<file path="src/rtl/wbm_pkg.sv">
// Shared definitions for the Wishbone block-copy engine: FSM state
// encoding, bus constants and the word-alignment helper.
package wbm_pkg;

  typedef enum logic [1:0] {
    IDLE = 2'd0,
    RD   = 2'd1,
    WR   = 2'd2,
    FIN  = 2'd3
  } state_e;

  // Every access is a full 32-bit word.
  localparam logic [3:0]  WB_SEL_ALL = 4'b1111;

  // Byte distance between consecutive words.
  localparam logic [31:0] ADR_INC    = 32'd4;

  // Drop the byte offset; the engine only ever moves whole words.
  function automatic logic [31:0] word_align(input logic [31:0] adr);
    return {adr[31:2], 2'b00};
  endfunction

endpackage

</file>
<file path="src/rtl/wbm_timeout.sv">
// Bus-access watchdog. Counts the cycles an access spends waiting for an
// acknowledge and flags the cycle in which the wait reaches TIMEOUT.
// TIMEOUT = 0 disables the watchdog.
module wbm_timeout #(
  parameter int TIMEOUT = 255
) (
  input  logic sys_clk,
  input  logic sys_rst_n,
  input  logic clr,     // no access in flight; restart the count
  input  logic inc,     // access in flight and not acknowledged this cycle
  output logic expire   // this unacknowledged cycle is the TIMEOUT-th one
);

  localparam int            CW   = (TIMEOUT > 1) ? $clog2(TIMEOUT + 1) : 1;
  localparam logic [CW-1:0] LAST = CW'((TIMEOUT > 0) ? TIMEOUT - 1 : 0);

  logic [CW-1:0] cnt_q;

  // Wait-cycle counter, restarted whenever the strobe is low.
  always_ff @(posedge sys_clk or negedge sys_rst_n) begin
    // NOTE: registers are updated with non-blocking assignments so every
    // flop samples pre-edge values regardless of statement order.
    if (!sys_rst_n) begin
      cnt_q <= '0;
    end else if (clr) begin
      cnt_q <= '0;
    end else if (inc) begin
      cnt_q <= cnt_q + CW'(1);
    end
  end

  // Expire is combinational so the engine can drop the strobe on the very
  // edge that closes the TIMEOUT-th waiting cycle.
  assign expire = (TIMEOUT != 0) && inc && (cnt_q == LAST);

endmodule

</file>
<file path="src/rtl/wbm_copy_engine.sv">
// Wishbone classic-cycle master that copies a block of words from a source
// region to a destination region, or fills the destination with a constant.
// Every access is a single strobe followed by at least one idle cycle.
module wbm_copy_engine
  import wbm_pkg::*;
#(
  parameter int CNT_W   = 16,
  parameter int TIMEOUT = 255
) (
  input  logic             sys_clk,
  input  logic             sys_rst_n,
  // job control
  input  logic             start,
  input  logic             fill,
  input  logic [31:0]      src_adr,
  input  logic [31:0]      dst_adr,
  input  logic [CNT_W-1:0] count,
  input  logic [31:0]      pattern,
  output logic             busy,
  output logic             done,
  output logic             err,
  // Wishbone master
  output logic [31:0]      wb_adr_o,
  output logic [31:0]      wb_dat_o,
  input  logic [31:0]      wb_dat_i,
  output logic [3:0]       wb_sel_o,
  output logic             wb_stb_o,
  output logic             wb_cyc_o,
  output logic             wb_we_o,
  input  logic             wb_ack_i
);

  state_e           state_q;
  logic [31:0]      src_q;      // next word to read
  logic [31:0]      dst_q;      // next word to write
  logic [31:0]      data_q;     // captured read word, or the fill pattern
  logic [CNT_W-1:0] rem_q;      // words still to be written
  logic             fill_q;     // job is a fill
  logic             abort_q;    // job is ending because of a timeout
  logic             tmo_expire;

  wbm_timeout #(
    .TIMEOUT (TIMEOUT)
  ) u_timeout (
    .sys_clk   (sys_clk),
    .sys_rst_n (sys_rst_n),
    .clr       (~wb_stb_o),
    .inc       (wb_stb_o & ~wb_ack_i),
    .expire    (tmo_expire)
  );

  // Job sequencer: latches a job, issues one bus access at a time and
  // reports completion. All outputs are driven from flops.
  always_ff @(posedge sys_clk or negedge sys_rst_n) begin
    if (!sys_rst_n) begin
      // NOTE: bus outputs are cleared asynchronously so a reset in the
      // middle of an access releases the bus without waiting for a clock.
      state_q  <= IDLE;
      src_q    <= '0;
      dst_q    <= '0;
      data_q   <= '0;
      rem_q    <= '0;
      fill_q   <= 1'b0;
      abort_q  <= 1'b0;
      busy     <= 1'b0;
      done     <= 1'b0;
      err      <= 1'b0;
      wb_adr_o <= '0;
      wb_dat_o <= '0;
      wb_sel_o <= '0;
      wb_stb_o <= 1'b0;
      wb_cyc_o <= 1'b0;
      wb_we_o  <= 1'b0;
    end else begin
      done <= 1'b0;
      err  <= 1'b0;

      case (state_q)
        IDLE: begin
          if (start) begin
            src_q   <= word_align(src_adr);
            dst_q   <= word_align(dst_adr);
            rem_q   <= count;
            fill_q  <= fill;
            data_q  <= pattern;
            abort_q <= 1'b0;
            busy    <= 1'b1;
            if (count == '0) begin
              state_q <= FIN;
            end else if (fill) begin
              // First fill write goes out straight away.
              state_q  <= WR;
              wb_stb_o <= 1'b1;
              wb_cyc_o <= 1'b1;
              wb_we_o  <= 1'b1;
              wb_sel_o <= WB_SEL_ALL;
              wb_adr_o <= word_align(dst_adr);
              wb_dat_o <= pattern;
            end else begin
              // First copy read goes out straight away.
              state_q  <= RD;
              wb_stb_o <= 1'b1;
              wb_cyc_o <= 1'b1;
              wb_we_o  <= 1'b0;
              wb_sel_o <= WB_SEL_ALL;
              wb_adr_o <= word_align(src_adr);
            end
          end
        end

        RD: begin
          if (!wb_stb_o) begin
            // Idle cycle is over: issue the read.
            wb_stb_o <= 1'b1;
            wb_cyc_o <= 1'b1;
            wb_we_o  <= 1'b0;
            wb_sel_o <= WB_SEL_ALL;
            wb_adr_o <= src_q;
          end else if (wb_ack_i) begin
            data_q   <= wb_dat_i;
            wb_stb_o <= 1'b0;
            wb_cyc_o <= 1'b0;
            wb_sel_o <= '0;
            state_q  <= WR;
          end else if (tmo_expire) begin
            wb_stb_o <= 1'b0;
            wb_cyc_o <= 1'b0;
            wb_sel_o <= '0;
            abort_q  <= 1'b1;
            state_q  <= FIN;
          end
        end

        WR: begin
          if (!wb_stb_o) begin
            // Idle cycle is over: issue the write.
            wb_stb_o <= 1'b1;
            wb_cyc_o <= 1'b1;
            wb_we_o  <= 1'b1;
            wb_sel_o <= WB_SEL_ALL;
            wb_adr_o <= dst_q;
            wb_dat_o <= data_q;
          end else if (wb_ack_i) begin
            wb_stb_o <= 1'b0;
            wb_cyc_o <= 1'b0;
            wb_we_o  <= 1'b0;
            wb_sel_o <= '0;
            src_q    <= src_q + ADR_INC;
            dst_q    <= dst_q + ADR_INC;
            rem_q    <= rem_q - CNT_W'(1);
            if (rem_q == CNT_W'(1)) begin
              state_q <= FIN;
            end else if (!fill_q) begin
              state_q <= RD;
            end
          end else if (tmo_expire) begin
            wb_stb_o <= 1'b0;
            wb_cyc_o <= 1'b0;
            wb_we_o  <= 1'b0;
            wb_sel_o <= '0;
            abort_q  <= 1'b1;
            state_q  <= FIN;
          end
        end

        FIN: begin
          done    <= 1'b1;
          err     <= abort_q;
          abort_q <= 1'b0;
          busy    <= 1'b0;
          state_q <= IDLE;
        end

        default: state_q <= IDLE;
      endcase
    end
  end

endmodule

</file>
<file path="config.mk">
export PLATFORM = sky130hd
export DESIGN_NAME = wbm_copy_engine
export DESIGN_NICKNAME = d
export VERILOG_FILES = /design/src/rtl/wbm_pkg.sv /design/src/rtl/wbm_timeout.sv /design/src/rtl/wbm_copy_engine.sv
export SDC_FILE = /design/constraint.sdc
export NUM_CORES = 1
export LEC_CHECK = 0
export CAP_MARGIN = 20
export CORE_MARGIN = 10
export CORE_UTILIZATION = 35
export CTS_CLUSTER_DIAMETER = 30
export DETAILED_ROUTE_END_ITERATION = 8
export SLEW_MARGIN = 10
export SYNTH_ARGS = -nofsm -noshare
export SYNTH_HDL_FRONTEND = slang
export SYNTH_HIERARCHICAL = 1
export SYNTH_SLANG_ARGS = --single-unit
export TNS_END_PERCENT = 20
</file>
<file path="constraint.sdc">
create_clock -name sys_clk -period 2.2 [get_ports sys_clk]
set_clock_uncertainty 0.05 [all_clocks]
set_input_delay 0.44 -clock sys_clk [delete_from_list [all_inputs] [get_ports sys_clk]]
set_output_delay 0.44 -clock sys_clk [all_outputs]
set_load 0.01 [all_outputs]
</file>
==> impl_results.md <==
* Status: finished, violations left
* Failing checks: negative setup slack
* Tot Pwr at around 24 mW
* Final Setup Violations at 1
* Die area at about 39,000 um2
* CTS tree: yes
* Worst Path Required at 2.47 ns
* Slew @ Worst Pin at 0.4843 ns
* Layout area overhead at 40.56%
* Type of the worst setup path: reg2reg
* Post-DRT Antenna Nets at 0
* Syn_area_per_cell at 9.104 um2
* Clk sinks at 189
* Total track usage at 0.1925
* Final setup TNS at -0.04298 ns
* Largest net degree at the start of global routing at 65
* Leakage at slightly above 6 nW
* Vias at 10,550
* DRT Wirelength at between 30,000 and 40,000 um
* Cells after synthesis at between 1,000 and 1,500
* Worst setup EP type: flop
* CTS Buffer Depth at 2
* Yosys cell types at 65
* Drt first-iter violations at approximately 730
* # nets final at roughly 1,600
* Setup ws final at -0.04298 ns
* Pre-antenna DRT Iters at 5
* Die W at ~200 um
* DR vias/cell at between 5 and 6
* CP Data Arrival Time at 2.51 ns
* Netlist Area Pre-Place at roughly 11,000 um2
* Hold Slack at roughly 0.41 ns
* Critical Path Source Type: flop
* Final period util at 1.020
* Post-synthesis async set-or-reset flop share at 1.000
* Skew-Pair Late Insertion Delay at 0.44 ns
* Post-synth EDFFs at 0
* Die H at 196.3 um
* Placeable Area at 30,670 um2
* Mapped Nets at 1,355
* Clk slew on worst S/H paths at 0.07 ns
* Hold Vio Cnt, Final at 0
* Fin util at 0.4986
* Max VDD drop at 0.6195 mV
* RSZ-0062 raised after global routing: yes
* PwrDens at around 1600 nW/um2
* Seq/Total Area, Yosys at 0.4347
* Vias in the first global route at approximately 11,000
* Fillers at 2,871
* Slew margin rel. at 0.6772
* CTS buffer count at 17
* Max-slew violations at 0
* Num rows at 64
* Starting density of the core at 0.3547
* Synth Flop Type: dfrtp_1
* Synth Register Bits at about 190
* CP max FO at 3
* Layout cells sized above 1 at 0.1697
* Port Buffers at 218
* Min-Delay Path Class: in2reg
* Antenna violations before repair at 3
* First-pass GRT wire length at 59,990 um
* DRC at 0
* WL/cell at approximately 20 um
* Gp weighted congestion at 0.8745
* Max Clk Rate at 445.8 MHz
* Hpwl dp at 27,630 um
* Yosys warning count at 6
* Minimum clock period at ~2.2 ns
* CTS H-Tree Depth at 4
* Global route overflow at 0
* MaxCap Viol Count at 0
* Clock root buffer: clkbuf_16
* Top Ports at 223
[worst max-delay path, cell delays in order, from the launching register on]
cell,delay [ns]
dfrtp_1,0.41
or4_4,0.54
or4b_4,0.50
or4_1,0.40
a22oi_1,0.15
o21ai_1,0.07
[cell usage after synthesis, drive strengths merged (6+ instances only)]
cell type  number  share of area
dfrtp         189           0.43
a21oi         128          0.059
o21ai         103          0.047
clkbuf         80          0.030
nand2          80          0.028
nor2           76          0.026
mux2i          72          0.066
nand3          48          0.022
a211oi         34          0.023
mux2           34          0.035
nor2b          32          0.018
o22ai          32          0.018
a22oi          30          0.021
and3           28          0.016
nand4          22          0.014
buf            21         0.0099
a2bb2oi        19          0.015
inv            19         0.0066
ha             11          0.013
nor3           11         0.0051
o211ai         11         0.0076
a31oi           9         0.0052
and4            9         0.0072
nor4            9         0.0052
o311ai          8         0.0064
or3             8         0.0046
and2            6         0.0035
or4             6         0.0045
[sequential cells by signal (all words and copies together) (netlist names)]
name and flops:
abort_q 1, busy 1, data_q 32, done 1, dst_q 30, err 1
fill_q 1, rem_q 16, src_q 30, state_q 2, u_timeout/cnt_q 8, wb_adr_o 31
wb_dat_o 32, wb_sel_o 1, wb_stb_o 1, wb_we_o 1
[path summary, 6_finish.rpt]
path / slack (ns) / start / endpoint / cells past startpoint
worst max-delay path: -0.04 / rem_q[1] / rem_q[13] / 5
worst min-delay path: 0.41 / fill / fill_q / 3
worst max register to register: -0.04 / rem_q[1] / rem_q[13] / 5
worst min register to register: 0.46 / wb_adr_o[12] / wb_adr_o[12] / 1
max in group asynchronous: 0.89 / sys_rst_n / wb_dat_o[8] / 3
min in group asynchronous: 0.48 / sys_rst_n / rem_q[5] / 2
[repair_timing]
item,4_1_cts,5_1_grt
gates cloned,3,0
endpoints found under the hold margin,48,0
pin swaps,4,9
hold buffers,1,0
resized for setup,13,25
setup endpoints to repair,72,76
buffers inserted,7,6
[through the flow]
stage | setup WS (ns) | instance area [um2] | std cells
after floorplan | -0.07657 | 10890 | 1195
after global placement | -0.5205 | 14340 | 1839
after detailed placement | -0.5897 | 14340 | 1839
after CTS | -0.06190 | 15170 | 1882
after global routing | -0.08964 | 15290 | 1887
final | -0.04298 | 15290 | 1888
[power by group]
| part | switching [mW] | internal, mW | leakage (nW) |
|---|---|---|---|
| clock network | 1.49 | 1.89 | 0.305 |
| registers | 1.41 | 5.26 | 2.20 |
| logic | 7.38 | 7.04 | 3.62 |
[cells in the final DEF (no fill, tap or decap), types with 9 or more instances in the layout]
master	instances
clkdlybuf4s50_1	212
a22oi_1	30
inv_1	18
nand3_1	47
dfrtp_1	187
o211ai_1	11
nor2b_1	32
mux2_2	34
nor2_1	73
o22ai_1	32
nor3_1	9
a21oi_1	127
a211oi_1	32
a2bb2oi_1	18
nand2_1	80
mux2i_1	72
buf_12	17
nand4_1	21
clkbuf_16	17
o21ai_0	102
and3_1	26
buf_4	122
[cell type report]
| type | count | area [um2] | share of cell area |
|---|---|---|---|
| Antenna cell | 1 | 2.502 | 0.0001636 |
| Multi-Input combinational cell | 885 | 5797 | 0.3791 |
| Timing Repair Buffer | 365 | 3563 | 0.2330 |
| Inverter | 20 | 75.07 | 0.004909 |
| Tap cell | 396 | 495.5 | 0.03240 |
| Clock inverter | 12 | 170.2 | 0.01113 |
| Sequential cell | 189 | 4732 | 0.3094 |
| Clock buffer | 20 | 456.7 | 0.02986 |
[kinds of logic (layout without fill, tap and decap cells)]
logic type | count (synthesis) | count (layout) | share of synthesized area
buffers and inverters | 121 | 417 | 0.04715
and+or+nand+nor | 348 | 348 | 0.1637
other | 0 | 1 | 0
adders and majority gates | 11 | 11 | 0.01265
DFF | 189 | 189 | 0.4347
muxes | 106 | 106 | 0.1014
AOI/OAI and AO/OA | 416 | 416 | 0.2372
xor gates and xnor gates | 4 | 4 | 0.003221
[layer usage]
metal	GRT usage	wire length, um	vias up
met5	0	17	-
met4	0.06363	939	4
met3	0.06343	3181	53
met2	0.3022	17530	343
met1	0.2444	16330	5120
li1	-	-	5026
No activity file was read; power rests on OpenSTA's default activity.
